File: src/rtl/simplez_uart_tx_pkg.sv
// Shared types and address map for the Simplez serial transmitter.
// Default widths, I/O addresses, status bit positions and transmitter FSM encoding.
package simplez_uart_tx_pkg;

    localparam int ADDRW_DEF = 9;
    localparam int DATAW_DEF = 12;

    localparam logic [8:0] ADDR_DATA_DEF = 9'o500;
    localparam logic [8:0] ADDR_STAT_DEF = 9'o501;

    localparam int STAT_BUSY     = 0;
    localparam int STAT_THR_FULL = 1;
    localparam int STAT_OVR      = 2;
    localparam int STAT_PARITY   = 3;

    typedef enum logic [2:0] {
        ST_IDLE   = 3'd0,
        ST_START  = 3'd1,
        ST_DATA   = 3'd2,
        ST_PARITY = 3'd3,
        ST_STOP   = 3'd4
    } tx_state_e;

    function automatic logic even_parity(input logic [7:0] b);
        return ^b;
    endfunction

endpackage

File: src/rtl/simplez_uart_tx_if.sv
// CPU-side memory-mapped bus seen by the transmitter: address, write strobe, write/read data, select.
interface simplez_uart_tx_if #(
    parameter int ADDRW = 9,
    parameter int DATAW = 12
);
    logic [ADDRW-1:0] addr;
    logic             wr;
    logic [DATAW-1:0] data_in;
    logic [DATAW-1:0] data_out;
    logic             sel;

    modport master (output addr, output wr, output data_in, input data_out, input sel);
    modport slave  (input addr, input wr, input data_in, output data_out, output sel);
endinterface

File: src/rtl/simplez_baud_gen.sv
// Bit-time counter: one-cycle tick when the count reaches BAUD_DIV-1, then wraps to 0.
// Latency: tick is combinational from the count flop; restart forces the count to 0 at the next edge.
// Backpressure: none, free-running unless held in restart.
module simplez_baud_gen #(
    parameter int BAUD_DIV = 104
) (
    input  logic clk,
    input  logic rst,
    input  logic restart,
    output logic tick
);
    localparam int CW = 12;

    logic [CW-1:0] cnt_q, cnt_d;

    assign tick = (cnt_q == CW'(BAUD_DIV - 1));

    always_comb begin
        cnt_d = cnt_q + CW'(1);
        if (restart || tick) begin
            cnt_d = '0;
        end
    end

    // The CPU updates on the falling edge, so all state here does too.
    always_ff @(negedge clk or posedge rst) begin
        if (rst) begin
            cnt_q <= '0;
        end else begin
            cnt_q <= cnt_d;
        end
    end
endmodule

File: src/rtl/simplez_uart_tx.sv
// Memory-mapped 8N1 transmitter (8E1 when UART_TX_PARITY_EN is defined) with a one-byte holding register.
// Latency: write at edge N loads THR, edge N+1 moves it to the shifter and drives the start bit.
// Backpressure: none on the bus; a write while THR is full is dropped and sets the overrun flag.
module simplez_uart_tx
    import simplez_uart_tx_pkg::*;
#(
    parameter int               ADDRW     = ADDRW_DEF,
    parameter int               DATAW     = DATAW_DEF,
    parameter int               BAUD_DIV  = 104,
    parameter logic [ADDRW-1:0] ADDR_DATA = ADDR_DATA_DEF,
    parameter logic [ADDRW-1:0] ADDR_STAT = ADDR_STAT_DEF
) (
    input  logic                clk,
    input  logic                rst,
    simplez_uart_tx_if.slave    bus,
    output logic                tx,
    output logic                busy
);
`ifdef UART_TX_PARITY_EN
    localparam logic PAR_PRESENT = 1'b1;
`else
    localparam logic PAR_PRESENT = 1'b0;
`endif

    tx_state_e  state_q, state_d;
    logic [7:0] thr_q, thr_d;
    logic [7:0] shift_q, shift_d;
    logic [2:0] bit_idx_q, bit_idx_d;
    logic       thr_full_q, thr_full_d;
    logic       ovr_q, ovr_d;
    logic       tx_q, tx_d;
`ifdef UART_TX_PARITY_EN
    logic       par_q, par_d;
`endif

    logic hit_data, hit_stat, tick;
    logic unused_data_hi;

    assign hit_data       = (bus.addr == ADDR_DATA);
    assign hit_stat       = (bus.addr == ADDR_STAT);
    assign bus.sel        = hit_data | hit_stat;
    assign unused_data_hi = ^bus.data_in[DATAW-1:8];

    assign busy = (state_q != ST_IDLE) | thr_full_q;
    assign tx   = tx_q;

    always_comb begin
        bus.data_out = '0;
        if (hit_stat) begin
            bus.data_out[STAT_BUSY]     = busy;
            bus.data_out[STAT_THR_FULL] = thr_full_q;
            bus.data_out[STAT_OVR]      = ovr_q;
            bus.data_out[STAT_PARITY]   = PAR_PRESENT;
        end
    end

    // Counter is held at 0 while idle so the start bit gets a full bit time.
    simplez_baud_gen #(.BAUD_DIV(BAUD_DIV)) u_baud (
        .clk     (clk),
        .rst     (rst),
        .restart (state_q == ST_IDLE),
        .tick    (tick)
    );

    always_comb begin
        state_d    = state_q;
        thr_d      = thr_q;
        shift_d    = shift_q;
        bit_idx_d  = bit_idx_q;
        thr_full_d = thr_full_q;
        ovr_d      = ovr_q;
        tx_d       = tx_q;
`ifdef UART_TX_PARITY_EN
        par_d      = par_q;
`endif

        // Uses pre-edge thr_full, so a write coinciding with a transfer still overruns.
        if (bus.wr && hit_data) begin
            if (!thr_full_q) begin
                thr_d      = bus.data_in[7:0];
                thr_full_d = 1'b1;
            end else begin
                ovr_d = 1'b1;
            end
        end else if (bus.wr && hit_stat) begin
            ovr_d = 1'b0;
        end

        case (state_q)
            ST_IDLE: begin
                if (thr_full_q) begin
                    shift_d    = thr_q;
                    thr_full_d = 1'b0;
                    bit_idx_d  = '0;
                    tx_d       = 1'b0;
                    state_d    = ST_START;
`ifdef UART_TX_PARITY_EN
                    par_d      = even_parity(thr_q);
`endif
                end
            end
            ST_START: begin
                if (tick) begin
                    tx_d    = shift_q[0];
                    shift_d = shift_q >> 1;
                    state_d = ST_DATA;
                end
            end
            ST_DATA: begin
                if (tick) begin
                    if (bit_idx_q == 3'd7) begin
`ifdef UART_TX_PARITY_EN
                        tx_d    = par_q;
                        state_d = ST_PARITY;
`else
                        tx_d    = 1'b1;
                        state_d = ST_STOP;
`endif
                    end else begin
                        bit_idx_d = bit_idx_q + 3'd1;
                        tx_d      = shift_q[0];
                        shift_d   = shift_q >> 1;
                    end
                end
            end
            ST_PARITY: begin
                if (tick) begin
                    tx_d    = 1'b1;
                    state_d = ST_STOP;
                end
            end
            ST_STOP: begin
                if (tick) begin
                    state_d = ST_IDLE;
                end
            end
            default: begin
                tx_d    = 1'b1;
                state_d = ST_IDLE;
            end
        endcase
    end

    always_ff @(negedge clk or posedge rst) begin
        if (rst) begin
            state_q    <= ST_IDLE;
            thr_q      <= '0;
            shift_q    <= '0;
            bit_idx_q  <= '0;
            thr_full_q <= 1'b0;
            ovr_q      <= 1'b0;
            tx_q       <= 1'b1;
`ifdef UART_TX_PARITY_EN
            par_q      <= 1'b0;
`endif
        end else begin
            state_q    <= state_d;
            thr_q      <= thr_d;
            shift_q    <= shift_d;
            bit_idx_q  <= bit_idx_d;
            thr_full_q <= thr_full_d;
            ovr_q      <= ovr_d;
            tx_q       <= tx_d;
`ifdef UART_TX_PARITY_EN
            par_q      <= par_d;
`endif
        end
    end
endmodule

File: src/flat_wrapper.sv
// flat-port wrapper written by rule: the top's interface ports become plain ports
module simplez_uart_tx_flat import simplez_uart_tx_pkg::*;
#(
    parameter int               ADDRW     = ADDRW_DEF,
    parameter int               DATAW     = DATAW_DEF,
    parameter int               BAUD_DIV  = 104,
    parameter logic [ADDRW-1:0] ADDR_DATA = ADDR_DATA_DEF,
    parameter logic [ADDRW-1:0] ADDR_STAT = ADDR_STAT_DEF
)
  (clk, rst, tx, busy, bus_addr, bus_wr, bus_data_in, bus_data_out, bus_sel);
  simplez_uart_tx_if #(.ADDRW(ADDRW), .DATAW(DATAW)) bus_i ();
  input  logic clk;
  input  logic rst;
  output logic tx;
  output logic busy;
  input wire logic [$bits(bus_i.addr)-1:0] bus_addr;
  input wire logic [$bits(bus_i.wr)-1:0] bus_wr;
  input wire logic [$bits(bus_i.data_in)-1:0] bus_data_in;
  output wire logic [$bits(bus_i.data_out)-1:0] bus_data_out;
  output wire logic [$bits(bus_i.sel)-1:0] bus_sel;
  assign bus_i.addr = bus_addr;
  assign bus_i.wr = bus_wr;
  assign bus_i.data_in = bus_data_in;
  assign bus_data_out = bus_i.data_out;
  assign bus_sel = bus_i.sel;
  simplez_uart_tx #(.ADDRW(ADDRW), .DATAW(DATAW), .BAUD_DIV(BAUD_DIV), .ADDR_DATA(ADDR_DATA), .ADDR_STAT(ADDR_STAT)) u_core (.clk(clk), .rst(rst), .bus(bus_i), .tx(tx), .busy(busy));
endmodule
File: config.mk
export PLATFORM = sky130hd
export DESIGN_NAME = simplez_uart_tx_flat
export DESIGN_NICKNAME = d
export VERILOG_FILES = /design/src/rtl/simplez_uart_tx_pkg.sv /design/src/rtl/simplez_uart_tx_if.sv /design/src/rtl/simplez_baud_gen.sv /design/src/rtl/simplez_uart_tx.sv /design/src/flat_wrapper.sv
export SDC_FILE = /design/constraint.sdc
export NUM_CORES = 1
export LEC_CHECK = 0
export CAP_MARGIN = 15
export CORE_MARGIN = 5
export CORE_UTILIZATION = 45
export CTS_CLUSTER_DIAMETER = 80
export DETAILED_ROUTE_END_ITERATION = 8
export GPL_TIMING_DRIVEN = 0
export PLACE_DENSITY = 0.74
export SYNTH_ARGS = -nofsm -noshare
export SYNTH_HDL_FRONTEND = slang
export SYNTH_SLANG_ARGS = --single-unit
File: constraint.sdc
create_clock -name clk -period 5.2 [get_ports clk]
set_clock_uncertainty 0.1 [all_clocks]
set_input_delay 1.04 -clock clk [delete_from_list [all_inputs] [get_ports clk]]
set_output_delay 1.04 -clock clk [all_outputs]
set_load 0.02 [all_outputs]
==> results of run 1 <==
## worst paths after layout
path                       depth (start not counted)                               end  slack (ns)
min                                                1  u_core.u_baud.cnt_q[0]$_DFF_NP0_        0.30
max                                                5                   bus_data_out[0]        0.05
min in group asynchronous                          2  u_core.u_baud.cnt_q[5]$_DFF_NP0_        3.58
max reg2reg                                        6     u_core.shift_q[3]$_DFFE_NP0P_        3.01
max in group asynchronous                          2  u_core.u_baud.cnt_q[3]$_DFF_NP0_        0.90
min reg2reg                                        1  u_core.u_baud.cnt_q[0]$_DFF_NP0_        0.30
## placed cells by master, fill, tap and decap left out, types with 3 or more instances in the layout
master and n:
sky130_fd_sc_hd__dfrtn_1 36, sky130_fd_sc_hd__xor2_1 4, sky130_fd_sc_hd__nand3_1 5, sky130_fd_sc_hd__clkdlybuf4s50_1 20
sky130_fd_sc_hd__xnor2_1 7, sky130_fd_sc_hd__nor4_1 4, sky130_fd_sc_hd__and3_1 5, sky130_fd_sc_hd__nor3_1 5
sky130_fd_sc_hd__buf_4 18, sky130_fd_sc_hd__o21ai_0 7, sky130_fd_sc_hd__mux2_2 22, sky130_fd_sc_hd__nand2_1 9
sky130_fd_sc_hd__clkbuf_8 6, sky130_fd_sc_hd__conb_1 9, sky130_fd_sc_hd__dlygate4sd2_1 4, sky130_fd_sc_hd__inv_1 3
sky130_fd_sc_hd__ha_1 3, sky130_fd_sc_hd__buf_6 3, sky130_fd_sc_hd__nor2_1 20
## critical path: cells and delay by family (launching register included)
family	cells	cell delay [ns]
buffers and inverters	2	0.28
DFF	1	0.36
and+or+nand+nor	3	0.48
## through the flow
stage	area, um^2	hold WS, ns
after floorplan	1959	0.2645
after global routing	2424	0.3440
after detailed placement	2272	0.3058
after CTS	2371	0.3092
final	2424	0.3008
after global placement	2272	0.2846
## metal layers
layer,vias to the layer above,wire length [um],global-route usage (%)
met5,-,0,0
met4,0,75,6.408
met3,7,210,4.222
met2,33,1590,22.72
met1,665,1562,17.68
li1,687,-,-
## cell type report
type / instances / area [um^2] / share of cell area (%)
clock inverters: 2 / 10.01 / 0.4130
well taps: 50 / 62.56 / 2.581
clock buffers: 7 / 86.33 / 3.562
repair buffers: 32 / 295.3 / 12.18
plain buffers: 14 / 113.9 / 4.698
multi-input cells: 126 / 917.1 / 37.84
inverters: 3 / 11.26 / 0.4646
flip-flops and latches: 37 / 927.1 / 38.26
## cells in the mapped netlist (2+ instances only)
cell / number
sky130_fd_sc_hd__buf_6: 2
sky130_fd_sc_hd__xor2_1: 4
sky130_fd_sc_hd__nor2_1: 20
sky130_fd_sc_hd__a31oi_1: 2
sky130_fd_sc_hd__nand4_1: 2
sky130_fd_sc_hd__mux2_2: 22
sky130_fd_sc_hd__mux2i_1: 2
sky130_fd_sc_hd__nand3_1: 5
sky130_fd_sc_hd__ha_1: 3
sky130_fd_sc_hd__nand2_1: 9
sky130_fd_sc_hd__xnor2_1: 7
sky130_fd_sc_hd__and3_1: 5
sky130_fd_sc_hd__dfrtn_1: 36
sky130_fd_sc_hd__nor3_1: 6
sky130_fd_sc_hd__buf_4: 10
sky130_fd_sc_hd__o21ai_0: 7
sky130_fd_sc_hd__nor4_1: 4
sky130_fd_sc_hd__inv_1: 4
sky130_fd_sc_hd__buf_2: 2
sky130_fd_sc_hd__nor4b_1: 2
## registers in the layout, indices dropped and copies added, names as in the netlist
signal and flops:
u_core.thr_full_q 1, u_core.thr_q 8, u_core.tx 1, u_core.shift_q 8, u_core.ovr_q 1, u_core.state_q 3
u_core.bit_idx_q 3, u_core.u_baud.cnt_q 12
## power by group
group          total [uW]  leakage (uW)  internal [uW]  switching (uW)
clock                 213     0.0000541            109             104
sequential            293      0.000498            291            1.42
combinational        34.8      0.000622           19.2            15.6
total                 540       0.00117            420             121
## cell families (layout without fill, tap and decap cells)
| group | Yosys count | after routing |
|---|---|---|
| other | 1 | 9 |
| buffers and inverters | 19 | 58 |
| adder cells (fa/ha/maj) | 3 | 3 |
| multiplexers | 24 | 24 |
| AO/OA/AOI/OAI | 14 | 14 |
| AND/OR/NAND/NOR | 65 | 65 |
| XOR/XNOR | 11 | 11 |
| flip-flops | 37 | 37 |
## timing repair
item                                    4_1_cts  5_1_grt
cloned                                        0        0
pin swaps                                     0        1
endpoints found under the setup margin        5        2
resized for setup                            10        3
setup buffers                                 0        7
==> summary.json, run 1 <==
{
  "layout-drive-gt1-share": {"value": 27.60, "unit": "%"},
  "critPathLaunchType": {"value": "flip-flop"},
  "path_cells": {"value": "buf_6 > nor3_4 > nand2b_1 > and3_1 > buf_4"},
  "hold_buffers": {"value": 0},
  "synth_async_sr_flop_share": {"value": 100.0, "unit": "%"},
  "filler_cell_count": {"value": 353},
  "post_synth.cell_area_avg": {"value": 11.09, "unit": "um^2"},
  "design.core.area": {"value": 0.004086, "unit": "mm^2"},
  "grt_overflow_total": {"value": 0},
  "peakVddDrop": {"value": 0.1650, "unit": "mV"},
  "clock_tree.root_cell": {"value": "sky130_fd_sc_hd__clkbuf_8"},
  "io_buffers": {"value": 25},
  "timing_worst_setup_path_type": {"value": "reg -> out"},
  "post_synth_instance_area": {"value": 0.001929, "unit": "mm^2"},
  "hp-start": {"value": "u_core.u_baud.cnt_q[0]$_DFF_NP0_"},
  "worst_ep_required_time": {"value": 4.06, "unit": "ns"},
  "initial_utilization": {"value": 47.21, "unit": "%"},
  "post_synthesis_adder_cell_area_fraction": {"value": 1.946, "unit": "%"},
  "synthXorXnorAreaFrac": {"value": 4.994, "unit": "%"},
  "number_of_search_and_repair_iterations_in_the_first_detailed_routing_pass": {"value": 4},
  "critical_path.endpoint_type": {"value": "output pin"},
  "ctsHtreeMaxLevel": {"value": 2},
  "largest_family_of_logic_cells_by_synthesized_area": {"value": "simple AND/OR/NAND/NOR gates"},
  "boundaryPins": {"value": 39},
  "height_of_the_die": {"value": 75.48, "unit": "um"},
  "result_of_the_run": {"value": "finished, final reports clean"},
  "ant_nets": {"value": 0},
  "synth_simple_gate_area_share": {"value": 19.26, "unit": "%"},
  "report.final.hold_viol_count": {"value": 0},
  "via_count": {"value": 1392},
  "first_iter_violations": {"value": 50},
  "routed_wl": {"value": 3439, "unit": "um"},
  "timing.final.max_slew_violations": {"value": 0},
  "cts.sinks": {"value": 37},
  "clk-insertion-delay-late": {"value": 0.29, "unit": "ns"},
  "worst_slew_pin_slew": {"value": 0.7556, "unit": "ns"},
  "final_core_utilization": {"value": 59.31, "unit": "%"},
  "netlist.area_leader.share": {"value": 46.69, "unit": "%"},
  "track_usage": {"value": 14.17, "unit": "%"},
  "timing.hold.worst.class": {"value": "reg -> reg"},
  "finalNonFillerCells": {"value": 271},
  "synth_area_leader_cell": {"value": "sky130_fd_sc_hd__dfrtn_1"},
  "antenna_cells_inserted": {"value": 0},
  "number_of_enable_flip_flop_cells_after_synthesis": {"value": 0},
  "library_cell_contributing_the_largest_single_delay_on_the_critical_path": {"value": "sky130_fd_sc_hd__dfrtn_1"},
  "leakagePower": {"value": 0.001174, "unit": "uW"},
  "globalplace.congestion": {"value": 0.7949},
  "route.detailed.vias_per_inst": {"value": 5.137},
  "first_global_vias": {"value": 1395},
  "die_area": {"value": 0.005697, "unit": "mm^2"},
  "initial_antenna_violation_count": {"value": 0},
  "grt_start_max_net_pins": {"value": 38},
  "clkSlewWorstSetupHoldPaths": {"value": 0.05, "unit": "ns"},
  "arrival_time_at_the_worst_endpoint": {"value": 4.01, "unit": "ns"},
  "grt_pass1_wl": {"value": 6147, "unit": "um"},
  "finalPower": {"value": 540.3, "unit": "uW"},
  "yosys_register_bits": {"value": 37},
  "cap_violations": {"value": 0},
  "postSynth.topFlopCell": {"value": "sky130_fd_sc_hd__dfrtn_1"},
  "post-route-drc-count": {"value": 0},
  "drt-wirelength-per-cell": {"value": 12.69, "unit": "um"},
  "power-per-cell-area": {"value": 222.9, "unit": "mW/mm^2"},
  "synthesis.yosys.warnings": {"value": 0},
  "r2r_start": {"value": "u_core.bit_idx_q[0]$_DFFE_NP0P_"},
  "clk_buf_depth": {"value": 2},
  "die_w": {"value": 75.48, "unit": "um"},
  "critPathLaunch": {"value": "u_core.state_q[2]$_DFFE_NP0P_"},
  "rows": {"value": 23},
  "critPathMaxFanout": {"value": 4},
  "maxSlewHeadroom": {"value": 49.55, "unit": "%"},
  "fraction_of_the_mapped_netlist_area_in_compound_gates": {"value": 5.123, "unit": "%"},
  "postSynthCellCount": {"value": 174},
  "setup_tns": {"value": 0, "unit": "ns"},
  "hpwl": {"value": 2467, "unit": "um"},
  "preCtsSetupSlack": {"value": -0.3250, "unit": "ns"},
  "numPlacedInstances": {"value": 257},
  "final_net_count": {"value": 247},
  "critical_path.max_stage_delay": {"value": 0.36, "unit": "ns"},
  "cts_made_buffers": {"value": 5},
  "ys_types": {"value": 40},
  "synth_sequential_area_ratio": {"value": 48.05, "unit": "%"},
  "cts_tree": {"value": "built"},
  "finalSetupViolations": {"value": 0},
  "multiplexer_share_of_the_synthesized_area": {"value": 13.88, "unit": "%"},
  "yosys-top-cells-area": {"value": "sky130_fd_sc_hd__dfrtn_1 47%, sky130_fd_sc_hd__mux2_2 13%, sky130_fd_sc_hd__buf_4 3.9%"},
  "final.setup.worst_slack": {"value": 0.04875, "unit": "ns"},
  "area_growth_syn_to_layout": {"value": 25.62, "unit": "%"}
}
No activity file was read; power rests on OpenSTA's default activity.
==> run 2: changes to the inputs <==
--- a/config.mk
+++ b/config.mk
@@ -5,13 +5,14 @@
 export SDC_FILE = /design/constraint.sdc
 export NUM_CORES = 1
 export LEC_CHECK = 0
-export CAP_MARGIN = 15
+export CAP_MARGIN = 20
 export CORE_MARGIN = 5
 export CORE_UTILIZATION = 45
 export CTS_CLUSTER_DIAMETER = 80
 export DETAILED_ROUTE_END_ITERATION = 8
+export DONT_BUFFER_PORTS = 1
 export GPL_TIMING_DRIVEN = 0
-export PLACE_DENSITY = 0.74
+export PLACE_DENSITY = 0.63
 export SYNTH_ARGS = -nofsm -noshare
 export SYNTH_HDL_FRONTEND = slang
 export SYNTH_SLANG_ARGS = --single-unit
==> run 2 against run 1 <==
  * Via count decreased by 8.3%
  * Design area decreased by 8.7%
  * Critical path depth down 1
  * Sequential share of layout area rose by 3.7 points
  * Final cell count is 10% lower
  * Count of clock-buffer cells in the layout fell by 2
  * Worst setup slack better by 0.018 ns
  * Sequential power hardly changed
  * Global-route usage shrank 0.81 points
  * Largest cell class is now multi-input combinational cells
  * Highest routed layer unchanged
==> summary.json, run 2 (synthesis gave the netlist of run 1 again) <==
{
  "largest_register_ff_count": {"value": 12, "change": "unchanged"},
  "r2r-end": {"value": "u_core.shift_q[6]$_DFFE_NP0P_", "change": "was u_core.shift_q[3]$_DFFE_NP0P_"},
  "path_cells": {"value": "buf_4 > nor3_4 > nand2b_4 > and3_4", "change": "was buf_6 > nor3_4 > nand2b_1 > and3_1 > buf_4"},
  "area_growth_syn_to_layout": {"value": 14.66, "unit": "%", "change": "was 25.62%"},
  "critPathLaunchType": {"value": "flip-flop", "change": "unchanged"},
  "design.core.area": {"value": 0.004086, "unit": "mm^2", "change": "unchanged"},
  "setup_tns": {"value": 0, "unit": "ns", "change": "unchanged"},
  "ctsHtreeMaxLevel": {"value": 2, "change": "unchanged"},
  "clock_tree.root_cell": {"value": "sky130_fd_sc_hd__clkbuf_8", "change": "unchanged"},
  "first_iter_violations": {"value": 56, "change": "was 50"},
  "peakVddDrop": {"value": 0.2069, "unit": "mV", "change": "was 0.1650 mV"},
  "height_of_the_die": {"value": 75.48, "unit": "um", "change": "unchanged"},
  "drt-wirelength-per-cell": {"value": 14.14, "unit": "um", "change": "was 12.69 um"},
  "power-per-cell-area": {"value": 253.5, "unit": "mW/mm^2", "change": "was 222.9 mW/mm^2"},
  "critical_path.max_stage_delay": {"value": 0.35, "unit": "ns", "change": "was 0.36 ns"},
  "post-route-drc-count": {"value": 0, "change": "unchanged"},
  "r2r_start": {"value": "u_core.bit_idx_q[0]$_DFFE_NP0P_", "change": "unchanged"},
  "boundaryPins": {"value": 39, "change": "unchanged"},
  "final_net_count": {"value": 220, "change": "was 247"},
  "worst_ep_required_time": {"value": 4.06, "unit": "ns", "change": "about the same"},
  "die_area": {"value": 0.005697, "unit": "mm^2", "change": "unchanged"},
  "die_w": {"value": 75.48, "unit": "um", "change": "unchanged"},
  "arrival_time_at_the_worst_endpoint": {"value": 3.99, "unit": "ns", "change": "was 4.01 ns"},
  "grt_pass1_wl": {"value": 5809, "unit": "um", "change": "was 6147 um"},
  "worst_slew_pin_slew": {"value": 0.5815, "unit": "ns", "change": "was 0.7556 ns"},
  "flop_to_flop_setup_slack": {"value": 2.97, "unit": "ns", "change": "was 3.01 ns"},
  "number_of_search_and_repair_iterations_in_the_first_detailed_routing_pass": {"value": 4, "change": "unchanged"},
  "clk_buf_depth": {"value": 2, "change": "unchanged"},
  "initial_antenna_violation_count": {"value": 0, "change": "unchanged"},
  "cap_violations": {"value": 0, "change": "unchanged"},
  "maxSlewHeadroom": {"value": 61.19, "unit": "%", "change": "was 49.55%"},
  "finalSetupViolations": {"value": 0, "change": "unchanged"},
  "worst-r2r-cell-count": {"value": 6, "change": "unchanged"},
  "antenna_cells_inserted": {"value": 0, "change": "unchanged"},
  "cts_tree": {"value": "built", "change": "unchanged"},
  "via_count": {"value": 1276, "change": "was 1392"},
  "critPathMaxFanout": {"value": 10, "change": "was 4"},
  "track_usage": {"value": 13.36, "unit": "%", "change": "was 14.17%"},
  "result_of_the_run": {"value": "finished, final reports clean", "change": "unchanged"},
  "critical_path.endpoint_type": {"value": "output pin", "change": "unchanged"},
  "hp-start": {"value": "u_core.u_baud.cnt_q[0]$_DFF_NP0_", "change": "unchanged"},
  "final.setup.worst_slack": {"value": 0.06642, "unit": "ns", "change": "was 0.04875 ns"},
  "routed_wl": {"value": 3449, "unit": "um", "change": "was 3439 um"},
  "globalplace.congestion": {"value": 0.9094, "change": "was 0.7949"},
  "timing.hold.worst.class": {"value": "reg -> reg", "change": "unchanged"},
  "timing_worst_setup_path_type": {"value": "reg -> out", "change": "unchanged"},
  "report.final.hold_viol_count": {"value": 0, "change": "unchanged"},
  "unrepaired_setup_endpoints_after_global_routing": {"value": "no"},
  "rows": {"value": 23, "change": "unchanged"},
  "timing.hold.worst_endpoint": {"value": "u_core.u_baud.cnt_q[0]$_DFF_NP0_", "change": "unchanged"},
  "timing.final.max_slew_violations": {"value": 0, "change": "unchanged"},
  "layout-drive-gt1-share": {"value": 30.41, "unit": "%", "change": "was 27.60%"},
  "hold-path-cell-count": {"value": 1, "change": "unchanged"},
  "leakagePower": {"value": 0.001064, "unit": "uW", "change": "was 0.001174 uW"},
  "preCtsSetupSlack": {"value": -0.04867, "unit": "ns", "change": "was -0.3250 ns"},
  "count_of_buffering_cells_on_the_critical_path_with_inverters_included": {"value": 1, "change": "was 2"},
  "mostFrequentLayoutCells": {"value": "36 x sky130_fd_sc_hd__dfrtn_1, 22 x sky130_fd_sc_hd__mux2_2, 20 x sky130_fd_sc_hd__nor2_1, 15 x sky130_fd_sc_hd__buf_4", "change": "was 36 x sky130_fd_sc_hd__dfrtn_1, 22 x sky130_fd_sc_hd__mux2_2, 20 x sky130_fd_sc_hd__nor2_1, 20 x sky130_fd_sc_hd__clkdlybuf4s50_1, 18 x sky130_fd_sc_hd__buf_4"},
  "first_global_vias": {"value": 1295, "change": "was 1395"},
  "top_regs": {"value": "u_core.u_baud.cnt_q x12, u_core.shift_q x8, u_core.thr_q x8", "change": "unchanged"},
  "grt_start_max_net_pins": {"value": 26, "change": "was 38"},
  "cts_made_buffers": {"value": 5, "change": "unchanged"},
  "filler_cell_count": {"value": 363, "change": "was 353"},
  "clkSlewWorstSetupHoldPaths": {"value": 0.05, "unit": "ns", "change": "about the same"},
  "library_cell_contributing_the_largest_single_delay_on_the_critical_path": {"value": "sky130_fd_sc_hd__dfrtn_1", "change": "unchanged"},
  "cts.sinks": {"value": 37, "change": "unchanged"},
  "timing.critical_path.max_delay_family": {"value": "simple AND/OR/NAND/NOR gates", "change": "unchanged"},
  "route.detailed.vias_per_inst": {"value": 5.230, "change": "was 5.137"},
  "hold_buffers": {"value": 0, "change": "unchanged"},
  "initial_utilization": {"value": 47.21, "unit": "%", "change": "unchanged"},
  "hpwl": {"value": 2536, "unit": "um", "change": "was 2467 um"},
  "io_buffers": {"value": 0, "change": "was 25"},
  "regMostFlops": {"value": "u_core.u_baud.cnt_q", "change": "unchanged"},
  "clk-insertion-delay-late": {"value": 0.29, "unit": "ns", "change": "about the same"},
  "ant_nets": {"value": 0, "change": "unchanged"},
  "grt_overflow_total": {"value": 0, "change": "unchanged"},
  "most_frequent_standard_cell_in_the_layout_excluding_fill_and_tap_cells": {"value": "sky130_fd_sc_hd__dfrtn_1", "change": "unchanged"}
}
## run 2: repair_timing
item                                    4_1_cts  5_1_grt
pin swaps                                     1        1
buffers inserted                              1        3
endpoints found under the setup margin        2        1
resized for setup                             5        1
endpoints found under the hold margin         0        0
## run 2: power by group
group / leakage [uW] / switching, uW / internal, uW
Sequential: 0.000498 / 1.51 / 291
Clock: 0.0000571 / 103 / 142
Combinational: 0.000510 / 13.8 / 9.22
Total: 0.00106 / 118 / 443
## run 2: layer usage
metal,vias up,share of wire [%],track usage (%)
met5,-,0,0
met4,0,1.2,4.078
met3,3,5.6,4.354
met2,33,48,20.71
met1,608,45,17.90
li1,632,-,-
## run 2: how the worst max path moves through the flow
| stage | from | endpoint | slack [ns] | depth (start not counted) |
|---|---|---|---|---|
| 6_report | u_core.state_q[2]$_DFFE_NP0P_ | bus_data_out[0] | 0.07 | 4 |
| 4_1_cts | u_core.state_q[2]$_DFFE_NP0P_ | bus_data_out[0] | 0.004 | 4 |
| 2_1_floorplan | u_core.state_q[0]$_DFFE_NP0P_ | bus_data_out[0] | 0.14 | 4 |
| 3_5_place_dp | u_core.state_q[0]$_DFFE_NP0P_ | bus_data_out[0] | -0.05 | 4 |
| 5_1_grt | u_core.state_q[2]$_DFFE_NP0P_ | bus_data_out[0] | 0.01 | 4 |
| 3_3_place_gp | u_core.state_q[0]$_DFFE_NP0P_ | bus_data_out[0] | -0.08 | 4 |
## run 2: through the flow
step | hold WS [ns] | instances | power, uW | util (%) | area, um^2
global route | 0.3434 | 244 | 582.0 | 54.13 | 2212
detailed placement | 0.2958 | 233 | 323.5 | 50.15 | 2049
CTS | 0.2955 | 241 | 568.7 | 53.49 | 2186
global placement | 0.2901 | 232 | 320.3 | 49.48 | 2022
floorplan | 0.2645 | 182 | 318.3 | - | 1959
finish | 0.2924 | 244 | 560.8 | 54.13 | 2212
## run 2: cell type report
class	count	area (um^2)	share of cell area [%]
sequential	37	927.1	41.91
buffer	14	110.1	4.977
multi-input combinational	126	929.6	42.02
inverter	3	11.26	0.5091
clock inverter	4	45.04	2.036
clock buffer	5	68.82	3.111
timing repair buffer	5	57.56	2.602
tap	50	62.56	2.828
==> run 3: changes to the inputs <==
--- a/config.mk
+++ b/config.mk
@@ -5,6 +5,7 @@
 export SDC_FILE = /design/constraint.sdc
 export NUM_CORES = 1
 export LEC_CHECK = 0
+export ABC_AREA = 1
 export CAP_MARGIN = 20
 export CORE_MARGIN = 5
 export CORE_UTILIZATION = 45
@@ -12,7 +13,7 @@
 export DETAILED_ROUTE_END_ITERATION = 8
 export DONT_BUFFER_PORTS = 1
 export GPL_TIMING_DRIVEN = 0
-export PLACE_DENSITY = 0.63
+export PLACE_DENSITY = 0.61
 export SYNTH_ARGS = -nofsm -noshare
 export SYNTH_HDL_FRONTEND = slang
 export SYNTH_SLANG_ARGS = --single-unit
==> run 3 against run 2 <==
  * Count of clock-buffer cells in the layout rose by 2
  * Flip-flop and latch count did not move
  * Die area rose by 4.1%
  * Worst setup slack improved by 0.062 ns
  * Combinational power barely moved
  * Largest power group unchanged
  * Final cell count rose by 30%
  * Critical path depth fell by 2
  * Routed wire length rose by 5.5%
  * Critical endpoint unchanged
  * Clock power fell by 8.2%
  * Critical path type unchanged
  * Highest routed layer unchanged
  * Synthesized cell count rose by 43%
==> summary.json, run 3 <==
{
  "cts.repair.resized": {"value": 0, "change": "was 5"},
  "routed_wl": {"value": 3638, "unit": "um", "change": "was 3449 um"},
  "first_global_vias": {"value": 1566, "change": "was 1295"},
  "number_of_enable_flip_flop_cells_after_synthesis": {"value": 0, "change": "unchanged"},
  "height_of_the_die": {"value": 77.03, "unit": "um", "change": "was 75.48 um"},
  "die_area": {"value": 0.005934, "unit": "mm^2", "change": "was 0.005697 mm^2"},
  "yosys_register_bits": {"value": 37, "change": "unchanged"},
  "synth_area_leader_cell": {"value": "sky130_fd_sc_hd__dfrtn_1", "change": "unchanged"},
  "clkSlewWorstSetupHoldPaths": {"value": 0.05, "unit": "ns", "change": "about the same"},
  "synthesis.yosys.warnings": {"value": 0, "change": "unchanged"},
  "initial_utilization": {"value": 46.44, "unit": "%", "change": "was 47.21%"},
  "globalplace.congestion": {"value": 0.8409, "change": "was 0.9094"},
  "yosys-top-cells-area": {"value": "sky130_fd_sc_hd__dfrtn_1 45%, sky130_fd_sc_hd__nand2_1 10%, sky130_fd_sc_hd__nor2_1 6.1%", "change": "was sky130_fd_sc_hd__dfrtn_1 47%, sky130_fd_sc_hd__mux2_2 13%, sky130_fd_sc_hd__buf_4 3.9%"},
  "synth.most_common_cell": {"value": "sky130_fd_sc_hd__nand2_1", "change": "was sky130_fd_sc_hd__dfrtn_1"},
  "clock_tree.root_cell": {"value": "sky130_fd_sc_hd__clkbuf_8", "change": "unchanged"},
  "io_buffers": {"value": 0, "change": "unchanged"},
  "cts.sinks": {"value": 37, "change": "unchanged"},
  "clk_buf_depth": {"value": 2, "change": "unchanged"},
  "critPathMaxFanout": {"value": 6, "change": "was 10"},
  "grt_overflow_total": {"value": 0, "change": "unchanged"},
  "post-route-drc-count": {"value": 0, "change": "unchanged"},
  "power-per-cell-area": {"value": 244.4, "unit": "mW/mm^2", "change": "was 253.5 mW/mm^2"},
  "flop_to_flop_setup_slack": {"value": 3.40, "unit": "ns", "change": "was 2.97 ns"},
  "first_iter_violations": {"value": 59, "change": "was 56"},
  "cap_violations": {"value": 0, "change": "unchanged"},
  "timing_worst_setup_path_type": {"value": "reg -> out", "change": "unchanged"},
  "boundaryPins": {"value": 39, "change": "unchanged"},
  "finalSetupViolations": {"value": 0, "change": "unchanged"},
  "worst-r2r-cell-count": {"value": 9, "change": "was 6"},
  "post_cts_buffers": {"value": 0, "change": "was 1"},
  "ys_types": {"value": 30, "change": "was 40"},
  "critPathLaunchType": {"value": "flip-flop", "change": "unchanged"},
  "filler_cell_count": {"value": 431, "change": "was 363"},
  "most_frequent_standard_cell_in_the_layout_excluding_fill_and_tap_cells": {"value": "sky130_fd_sc_hd__nand2_1", "change": "was sky130_fd_sc_hd__dfrtn_1"},
  "top_regs": {"value": "u_core.u_baud.cnt_q x12, u_core.shift_q x8, u_core.thr_q x8", "change": "unchanged"},
  "grt_start_max_net_pins": {"value": 38, "change": "was 26"},
  "antenna_cells_inserted": {"value": 0, "change": "unchanged"},
  "worst_ep_required_time": {"value": 4.06, "unit": "ns", "change": "about the same"},
  "post_synth_instance_area": {"value": 0.002022, "unit": "mm^2", "change": "was 0.001929 mm^2"},
  "timing.hold.worst_endpoint": {"value": "u_core.u_baud.cnt_q[0]$_DFF_NP0_", "change": "unchanged"},
  "ctsHtreeMaxLevel": {"value": 2, "change": "unchanged"},
  "report.final.hold_viol_count": {"value": 0, "change": "unchanged"},
  "number_of_search_and_repair_iterations_in_the_first_detailed_routing_pass": {"value": 4, "change": "unchanged"},
  "unrepaired_setup_endpoints_after_global_routing": {"value": "no", "change": "unchanged"},
  "largest_register_ff_count": {"value": 12, "change": "unchanged"},
  "initial_antenna_violation_count": {"value": 0, "change": "unchanged"},
  "postSynth.topFlopCell": {"value": "sky130_fd_sc_hd__dfrtn_1", "change": "unchanged"},
  "ant_nets": {"value": 0, "change": "unchanged"},
  "final_core_utilization": {"value": 50.98, "unit": "%", "change": "was 54.13%"},
  "layout-drive-gt1-share": {"value": 18.49, "unit": "%", "change": "was 30.41%"},
  "hpwl": {"value": 2760, "unit": "um", "change": "was 2536 um"},
  "postSynthCellCount": {"value": 249, "change": "was 174"},
  "hp-start": {"value": "u_core.u_baud.cnt_q[0]$_DFF_NP0_", "change": "unchanged"},
  "rows": {"value": 24, "change": "was 23"},
  "arrival_time_at_the_worst_endpoint": {"value": 3.93, "unit": "ns", "change": "was 3.99 ns"},
  "cts_made_buffers": {"value": 5, "change": "unchanged"},
  "design.core.area": {"value": 0.004354, "unit": "mm^2", "change": "was 0.004086 mm^2"},
  "clk-insertion-delay-late": {"value": 0.29, "unit": "ns", "change": "about the same"},
  "route.detailed.vias_per_inst": {"value": 4.883, "change": "was 5.230"},
  "setup_tns": {"value": 0, "unit": "ns", "change": "unchanged"},
  "drt-wirelength-per-cell": {"value": 11.48, "unit": "um", "change": "was 14.14 um"},
  "timing.hold.worst.class": {"value": "reg -> reg", "change": "unchanged"},
  "track_usage": {"value": 13.77, "unit": "%", "change": "was 13.36%"},
  "result_of_the_run": {"value": "finished, final reports clean", "change": "unchanged"},
  "cts_tree": {"value": "built", "change": "unchanged"},
  "r2r_start": {"value": "u_core.bit_idx_q[0]$_DFFE_NP0P_", "change": "unchanged"},
  "leakagePower": {"value": 0.001108, "unit": "uW", "change": "was 0.001064 uW"},
  "regMostFlops": {"value": "u_core.u_baud.cnt_q", "change": "unchanged"},
  "final_net_count": {"value": 291, "change": "was 220"},
  "hold_buffers": {"value": 0, "change": "unchanged"},
  "timing.final.max_slew_violations": {"value": 0, "change": "unchanged"},
  "critical_path.endpoint_type": {"value": "output pin", "change": "unchanged"},
  "r2r-end": {"value": "u_core.shift_q[0]$_DFFE_NP0P_", "change": "was u_core.shift_q[6]$_DFFE_NP0P_"},
  "synth_sequential_area_ratio": {"value": 45.85, "unit": "%", "change": "was 48.05%"},
  "die_w": {"value": 77.03, "unit": "um", "change": "was 75.48 um"},
  "hold-path-cell-count": {"value": 1, "change": "unchanged"},
  "peakVddDrop": {"value": 0.1243, "unit": "mV", "change": "was 0.2069 mV"},
  "worst_slew_pin_slew": {"value": 0.8754, "unit": "ns", "change": "was 0.5815 ns"},
  "post_synth.cell_area_avg": {"value": 8.120, "unit": "um^2", "change": "was 11.09 um^2"},
  "area_growth_syn_to_layout": {"value": 9.777, "unit": "%", "change": "was 14.66%"},
  "grt_pass1_wl": {"value": 6624, "unit": "um", "change": "was 5809 um"},
  "maxSlewHeadroom": {"value": 41.19, "unit": "%", "change": "was 61.19%"},
  "via_count": {"value": 1548, "change": "was 1276"},
  "synth_async_sr_flop_share": {"value": 100.0, "unit": "%", "change": "unchanged"},
  "netlist.area_leader.share": {"value": 44.55, "unit": "%", "change": "was 46.69%"},
  "mostFrequentLayoutCells": {"value": "55 x sky130_fd_sc_hd__nand2_1, 36 x sky130_fd_sc_hd__dfrtn_1, 33 x sky130_fd_sc_hd__nor2_1, 28 x sky130_fd_sc_hd__inv_1, 10 x sky130_fd_sc_hd__a21oi_1", "change": "was 36 x sky130_fd_sc_hd__dfrtn_1, 22 x sky130_fd_sc_hd__mux2_2, 20 x sky130_fd_sc_hd__nor2_1, 15 x sky130_fd_sc_hd__buf_4"},
  "synth.cells.most_frequent": {"value": "55 x sky130_fd_sc_hd__nand2_1, 36 x sky130_fd_sc_hd__dfrtn_1, 33 x sky130_fd_sc_hd__nor2_1, 29 x sky130_fd_sc_hd__inv_1, 10 x sky130_fd_sc_hd__a21oi_1", "change": "was 36 x sky130_fd_sc_hd__dfrtn_1, 22 x sky130_fd_sc_hd__mux2_2, 20 x sky130_fd_sc_hd__nor2_1, 10 x sky130_fd_sc_hd__buf_4, 9 x sky130_fd_sc_hd__nand2_1"}
}
[run 3: changes by cell type after synthesis, sizes merged, moves of 6 or more]
cell and delta:
a21oi +9, nand2 +51, nor2 +16, inv +27, o21ai +16, mux2 -22, xnor2 -6
[run 3: where the power goes]
part	total [uW]	switching, uW	internal [uW]
combinational	23.0	15.9	7.07
clock	225	101	124
sequential	294	1.51	293
[run 3: through the flow]
stage | hold WS, ns | area, um^2 | setup WS (ns) | instances | power (uW)
floorplan | 0.2645 | 2052 | 0.1485 | 257 | 321.9
global route | 0.3409 | 2220 | 0.04437 | 317 | 570.9
finish | 0.3023 | 2220 | 0.1285 | 317 | 542.4
CTS | 0.3194 | 2220 | 0.1025 | 317 | 550.1
global placement | 0.2821 | 2117 | 0.05224 | 309 | 324.8
detailed placement | 0.3188 | 2117 | 0.01784 | 309 | 325.2
[run 3: cells by family (layout without fill, tap and decap cells)]
group / count (synthesis) / count (layout) / synth area share [%]
XOR/XNOR: 1 / 1 / 0.4332
other: 1 / 9 / 0.1855
adder cells (fa/ha/maj): 3 / 3 / 1.857
AO/OA/AOI/OAI: 36 / 36 / 11.01
flip-flops: 37 / 37 / 45.85
buffers and inverters: 44 / 52 / 11.01
AND/OR/NAND/NOR: 127 / 127 / 29.64
[run 3: worst max-delay path, cell delays in order (launching register included)]
cell	delay [ns]
sky130_fd_sc_hd__dfrtn_1	0.53
sky130_fd_sc_hd__inv_1	0.11
sky130_fd_sc_hd__a21oi_1	0.40
[run 3: metal layers]
metal	global-route usage [%]	share of wire, %	up-vias	wire [um]
met3	4.801	5.9	5	216
met2	20.80	44	41	1604
met4	6.186	1.6	0	60
li1	-	-	801	-
met5	0	0	-	0
met1	17.70	48	701	1757
[run 3: worst max-delay path by stage]
stage                     slack, ns                        to  depth (start not counted)                        start
after global placement         0.05  u_core.ovr_q$_DFFE_NP0P_                          5                  bus_addr[3]
final                          0.13           bus_data_out[0]                          2  u_core.thr_full_q$_DFF_NP0_
after detailed placement       0.02  u_core.ovr_q$_DFFE_NP0P_                          5                  bus_addr[3]
after global routing           0.04           bus_data_out[0]                          2  u_core.thr_full_q$_DFF_NP0_
after CTS                      0.10           bus_data_out[0]                          2  u_core.thr_full_q$_DFF_NP0_
after floorplan                0.15  u_core.ovr_q$_DFFE_NP0P_                          5                  bus_addr[3]
[run 3: layout make-up]
| class | instances | area (um^2) | area share, % |
|---|---|---|---|
| Clock inverter | 2 | 8.758 | 0.3946 |
| Tap cell | 52 | 65.06 | 2.931 |
| Clock buffer | 7 | 97.59 | 4.397 |
| Sequential cell | 37 | 927.1 | 41.77 |
| Inverter | 30 | 112.6 | 5.073 |
| Multi-Input combinational cell | 176 | 902.1 | 40.64 |
| Buffer | 13 | 106.4 | 4.791 |
